[src/rtl/whack_pkg.sv]
// Shared definitions for the whack-a-mole receive side: judge states,
// mole count and BCD limits.
package whack_pkg;

   localparam int NUM_MOLES = 3;
   localparam logic [3:0] BCD_MAX = 4'd9;
   localparam int DEFAULT_DEBOUNCE_CYCLES = 500000;

   typedef enum logic [1:0] {
      ST_IDLE,
      ST_ARMED,
      ST_LOCKED
   } judge_state_t;

endpackage

[src/rtl/mole_hit_judge_if.sv]
// Bundle between the player/display side and the hit judge: game enable,
// buttons and mole lines in, hit/miss pulses and BCD score digits out.
interface mole_hit_judge_if;
   import whack_pkg::*;

   logic                 game;
   logic [NUM_MOLES-1:0] button;
   logic [NUM_MOLES-1:0] mole;
   logic                 hit;
   logic                 miss;
   logic [3:0]           score_ones;
   logic [3:0]           score_tens;

   modport master (output game, button, mole,
                   input  hit, miss, score_ones, score_tens);
   modport slave  (input  game, button, mole,
                   output hit, miss, score_ones, score_tens);
endinterface

[src/rtl/button_debounce.sv]
// One raw button: two-flop synchroniser, stable-level debounce counter and a
// one-cycle pulse on each accepted press (release produces nothing).
module button_debounce #(
   parameter int DEBOUNCE_CYCLES = 500000,
   parameter int CNT_W           = 20
) (
   input  logic clock,
   input  logic resetn,
   input  logic raw,
   output logic press
);
   localparam logic [CNT_W-1:0] CNT_LAST = CNT_W'(DEBOUNCE_CYCLES - 1);

   logic             sync_a;
   logic             sync_b;
   logic             level;
   logic             level_q;
   logic [CNT_W-1:0] cnt;

   always_ff @(posedge clock or negedge resetn) begin
      if (!resetn) begin
         sync_a  <= 1'b0;
         sync_b  <= 1'b0;
         level   <= 1'b0;
         level_q <= 1'b0;
         cnt     <= '0;
         press   <= 1'b0;
      end else begin
         sync_a  <= raw;
         sync_b  <= sync_a;
         level_q <= level;
         press   <= level & ~level_q;
         // Any sample agreeing with the current level restarts the count.
         if (sync_b != level) begin
            if (cnt == CNT_LAST) begin
               level <= ~level;
               cnt   <= '0;
            end else begin
               cnt <= cnt + CNT_W'(1);
            end
         end else begin
            cnt <= '0;
         end
      end
   end
endmodule

[src/rtl/mole_hit_judge.sv]
// Judges debounced button presses against the mole lines, pulses hit/miss
// and keeps a saturating two-digit BCD score.
//
//   state     | meaning
//   ST_IDLE   | game off, score held at 00, presses ignored
//   ST_ARMED  | waiting for a press against the current mole
//   ST_LOCKED | mole already scored, wait for mole lines to clear
module mole_hit_judge
   import whack_pkg::*;
#(
   parameter int DEBOUNCE_CYCLES = DEFAULT_DEBOUNCE_CYCLES,
   parameter int CNT_W           = 20
) (
   input  logic             clock,
   input  logic             resetn,
   mole_hit_judge_if.slave  bus
);
   logic [NUM_MOLES-1:0] press;
   judge_state_t         state;
   logic                 hit_r;
   logic                 miss_r;
   logic [3:0]           ones;
   logic [3:0]           tens;
   logic                 pressed_any;
   logic                 wrong;
   logic                 mole_up;

   for (genvar i = 0; i < NUM_MOLES; i++) begin : g_btn
      button_debounce #(
         .DEBOUNCE_CYCLES(DEBOUNCE_CYCLES),
         .CNT_W          (CNT_W)
      ) u_debounce (
         .clock (clock),
         .resetn(resetn),
         .raw   (bus.button[i]),
         .press (press[i])
      );
   end

   assign pressed_any = |press;
   assign wrong       = |(press & ~bus.mole);
   assign mole_up     = |bus.mole;

   always_ff @(posedge clock or negedge resetn) begin
      if (!resetn) begin
         state  <= ST_IDLE;
         hit_r  <= 1'b0;
         miss_r <= 1'b0;
         ones   <= 4'd0;
         tens   <= 4'd0;
      end else begin
         hit_r  <= 1'b0;
         miss_r <= 1'b0;
         if (!bus.game) begin
            state <= ST_IDLE;
            ones  <= 4'd0;
            tens  <= 4'd0;
         end else begin
            case (state)
               ST_IDLE: state <= ST_ARMED;
               ST_ARMED: begin
                  if (mole_up && pressed_any) begin
                     if (wrong) begin
                        miss_r <= 1'b1;
                        if (ones == 4'd0) begin
                           if (tens != 4'd0) begin
                              ones <= BCD_MAX;
                              tens <= tens - 4'd1;
                           end
                        end else begin
                           ones <= ones - 4'd1;
                        end
                     end else begin
                        hit_r <= 1'b1;
                        state <= ST_LOCKED;
                        if (ones == BCD_MAX) begin
                           if (tens != BCD_MAX) begin
                              ones <= 4'd0;
                              tens <= tens + 4'd1;
                           end
                        end else begin
                           ones <= ones + 4'd1;
                        end
                     end
                  end
               end
               ST_LOCKED: if (!mole_up) state <= ST_ARMED;
               default:   state <= ST_IDLE;
            endcase
         end
      end
   end

   assign bus.hit        = hit_r;
   assign bus.miss       = miss_r;
   assign bus.score_ones = ones;
   assign bus.score_tens = tens;
endmodule

[src/flat_wrapper.sv]
// flat-port wrapper written by rule: the top's interface ports become plain ports
module mole_hit_judge_flat import whack_pkg::*;
#(
   parameter int DEBOUNCE_CYCLES = DEFAULT_DEBOUNCE_CYCLES,
   parameter int CNT_W           = 20
)
  (clock, resetn, bus_game, bus_button, bus_mole, bus_hit, bus_miss, bus_score_ones, bus_score_tens);
  mole_hit_judge_if bus_i ();
  input  logic clock;
  input  logic resetn;
  input wire logic [$bits(bus_i.game)-1:0] bus_game;
  input wire logic [$bits(bus_i.button)-1:0] bus_button;
  input wire logic [$bits(bus_i.mole)-1:0] bus_mole;
  output wire logic [$bits(bus_i.hit)-1:0] bus_hit;
  output wire logic [$bits(bus_i.miss)-1:0] bus_miss;
  output wire logic [$bits(bus_i.score_ones)-1:0] bus_score_ones;
  output wire logic [$bits(bus_i.score_tens)-1:0] bus_score_tens;
  assign bus_i.game = bus_game;
  assign bus_i.button = bus_button;
  assign bus_i.mole = bus_mole;
  assign bus_hit = bus_i.hit;
  assign bus_miss = bus_i.miss;
  assign bus_score_ones = bus_i.score_ones;
  assign bus_score_tens = bus_i.score_tens;
  mole_hit_judge #(.DEBOUNCE_CYCLES(DEBOUNCE_CYCLES), .CNT_W(CNT_W)) u_core (.clock(clock), .resetn(resetn), .bus(bus_i));
endmodule
[config.mk]
export PLATFORM = sky130hd
export DESIGN_NAME = mole_hit_judge_flat
export DESIGN_NICKNAME = d
export VERILOG_FILES = /design/src/rtl/whack_pkg.sv /design/src/rtl/mole_hit_judge_if.sv /design/src/rtl/button_debounce.sv /design/src/rtl/mole_hit_judge.sv /design/src/flat_wrapper.sv
export SDC_FILE = /design/constraint.sdc
export NUM_CORES = 1
export LEC_CHECK = 0
export ABC_CLOCK_PERIOD_IN_PS = 2900
export BUFFER_PORTS_ARGS = -buffer_cell sky130_fd_sc_hd__buf_4
export CAP_MARGIN = 20
export CORE_MARGIN = 2
export CORE_UTILIZATION = 61
export DETAILED_ROUTE_END_ITERATION = 8
export PLACE_DENSITY = 0.9
export SYNTH_ARGS = -nofsm -noshare
export SYNTH_HDL_FRONTEND = slang
export SYNTH_SLANG_ARGS = --single-unit
[constraint.sdc]
create_clock -name clock -period 2.9 [get_ports clock]
set_input_delay 0.435 -clock clock [delete_from_list [all_inputs] [get_ports clock]]
set_output_delay 0.435 -clock clock [all_outputs]
set_load 0.005 [all_outputs]
==> impl_metrics.tcl <==
set metrics [dict create \
    placedCellCount 541 \
    cp_data_arrival_time_ns 2.55 \
    fillCellCount 532 \
    tightest_slew_ns 0.739 \
    stdcell_count 558 \
    num_vias 3205 \
    pwr_density_cell_nw_per_um2 457 \
    grt_pass1_wl_um 14300 \
    synthAdderAreaFrac_pct 1.45 \
    critPathSlowestCell "dfrtp_1" \
    max-cap-violations 0 \
    synth_seq_cells 87 \
    timing.final.crit_share_pct 80.0 \
    ys_seq_area_share_pct 50.4 \
    grt_pass1_vias 3147 \
    gp_congestion 0.905 \
    track_usage_pct 23.6 \
    ys_top_cells_by_area "dfrtp_1 50%, nor2_1 7.1%, xor2_1 6.5%" \
    status "finished clean" \
    setup_violations 0 \
    fin_nets 472 \
    htreeDepth 3 \
    avgSynthCellArea_sq_um 9.88 \
    overflow 0 \
    met3_length_um 362 \
    synth_compound_area_share_pct 6.70 \
    rsz0062_at_grt "no" \
    hpwlAfterDp_um 5600 \
    drcViolationCount 0 \
    drtIter0Drc 160 \
    fin_util_pct 69.4 \
    cts_sinks 87 \
    hold_viol_final 0 \
    synth_mux_area_share_pct 1.01 \
    relSlewSlack_pct 50.3 \
    layout_min_cycle_time_ns 2.32 \
    startpoint_type "flip-flop" \
    place_ws_ns 0.514 \
    dieHeight_um 88.1 \
    synth_xor_area_share_pct 11.6 \
    clockBufferDepth 2 \
    ant_nets 0 \
    fmax_mhz 431 \
    yosys.cell_count.top_type "dfrtp_1" \
    yosys.cell_types.count 55 \
    dpl-instance-area_sq_um 4510 \
    cp.required_ns 3.13 \
    setup_tns_ns 0 \
    cts-root-buf "clkbuf_8" \
    crit_type "flip-flop to flip-flop" \
    synth_top_cell_by_area "dfrtp_1" \
    multiInputGateArea_sq_um 2010 \
    worstPathMaxFanout 7 \
    yosys_warnings 0 \
    antenna_cells 0 \
    first_pass_iters 5 \
    ys.flop_type "dfrtp_1" \
    routed_wl_um 8150 \
    synth_top_family_by_area "simple AND/OR/NAND/NOR gates" \
    fp-row-count 30 \
    wirelength_met1_um 3470 \
    initial_core_util_pct 63.2 \
    finalWorstSetupSlack_ns 0.579 \
    min_path_type "primary input to flip-flop" \
    top_layer "met4" \
    portBuffers 18 \
    path_clk_slew_ns 0.08 \
    clk_latency_ns 0.35 \
    grt_max_degree 88 \
    clock-skew-final_ns 0.00663 \
    drive_gt1_share_pct 11.0 \
    synth.top_cell.area_share_pct 50.4 \
    die_w_um 88.1 \
    syn2layout_area_growth_pct 9.86 \
    routedWlPerCell_um 14.6 \
    dr_wl_met2_um 4210 \
    dieArea_sq_um 7760 \
    cts_buffers 9 \
    viasPerCell 5.74 \
    total_power_mw 2.17 \
    slowest_delay_ns 0.41 \
    io_pins 19 \
    synth_area_sq_um 4320 \
    synth_simple_gate_area_share_pct 25.9 \
    synth_edf_count 0 \
    async_flop_share_pct 100 \
    worstPathCellList "and2b_1, nor3_2, inv_1, ha_1, o21ai_0, a32oi_1, nor3_1, or3_1" \
    cp-end-kind "flip-flop" \
    ir_drop_uv 359 \
    timing.hold.ws_ns 0.187 \
    coreArea_sq_um 6830 \
    drv_slew 0 \
    leakage_nw 2.06 \
    postLayoutCellArea_sq_um 4740 \
    synth_cells 437 \
    yosys-top-cells-count "87 x dfrtp_1, 82 x nor2_1, 34 x nand2_1" \
    syn-num-nets 451 \
    cts_tree "built" \
    antenna_found_initial 0 \
    final-seq-area_sq_um 2180 \
]
-- sequential cells by signal, summed over array words and instances, names as in the netlist --
signal                           flops
u_core.bus.miss                      1
u_core.g_btn.u_debounce.press        3
u_core.bus.score_ones                4
u_core.g_btn.u_debounce.level        3
u_core.bus.score_tens                4
u_core.g_btn.u_debounce.cnt         60
u_core.bus.hit                       1
u_core.g_btn.u_debounce.level_q      3
u_core.g_btn.u_debounce.sync_b       3
u_core.state                         2
u_core.g_btn.u_debounce.sync_a       3
-- final timing paths --
check	startpoint	endpoint	slack, ns	cells past startpoint
max	u_core.g_btn[2].u_debounce.press	u_core.bus.score_tens[3]	0.58	8
min	bus_button[2]	u_core.g_btn[2].u_debounce.sync_a	0.19	1
max reg2reg	u_core.g_btn[2].u_debounce.press	u_core.bus.score_tens[3]	0.58	8
min reg2reg	u_core.g_btn[0].u_debounce.sync_a	u_core.g_btn[0].u_debounce.sync_b	0.35	0
max in group asynchronous	resetn	u_core.bus.score_tens[0]	1.80	3
min in group asynchronous	resetn	u_core.g_btn[0].u_debounce.cnt[16]	0.49	2
-- cell families after synthesis --
logic type	Yosys count
AOI/OAI and AO/OA	36
xor gates and xnor gates	57
adders and majority gates	5
buffers and inverters	25
DFF	87
muxes	4
and+or+nand+nor	223
-- area by class of cell --
class                      instances  share of cell area [%]
clock buffer                      10                    2.90
inverter                          14                    1.11
timing repair buffer              21                    3.80
multi-input combinational        325                    42.5
tap                               96                    2.53
clock inverter                     5                    1.24
sequential                        87                    45.9
-- critical path, delay by kind of cell, from the launching register on --
family | cells | cell delay (ns)
AO/OA/AOI/OAI | 2 | 0.37
adder cells (fa/ha/maj) | 1 | 0.38
buffers and inverters | 1 | 0.16
flip-flops | 1 | 0.41
AND/OR/NAND/NOR | 4 | 0.90
-- timing repair --
item,CTS,global route
resized for setup,0,0
hold endpoints to repair,0,18
hold buffers,0,1
setup buffers,0,0
-- report_power, final --
part,internal (mW),leakage (nW),switching [mW]
logic,0.0318,0.777,0.0597
clock network,0.417,0.0944,0.413
registers,1.23,1.19,0.0176
total,1.68,2.06,0.490
-- metal layers --
layer	GRT usage [%]	vias up
met5	0	-
met4	5.79	0
met3	5.94	16
met2	40.0	73
met1	30.7	1580
li1	-	1536
-- cells in the final DEF (no fill, tap or decap), types with 7 or more instances in the layout --
cell      netlist  final
a21oi_1         7      7
and3_1          7      7
buf_4           4     19
clkbuf_8        0     10
dfrtp_1        87     87
inv_1          13     13
nand2_1        34     34
nand3_1        32     32
nand4_1         9      9
nor2_1         82     82
nor3_1         13     13
nor4_1          7      7
xnor2_1        25     25
xor2_1         32     32
Power figures use the tool's default switching activity.
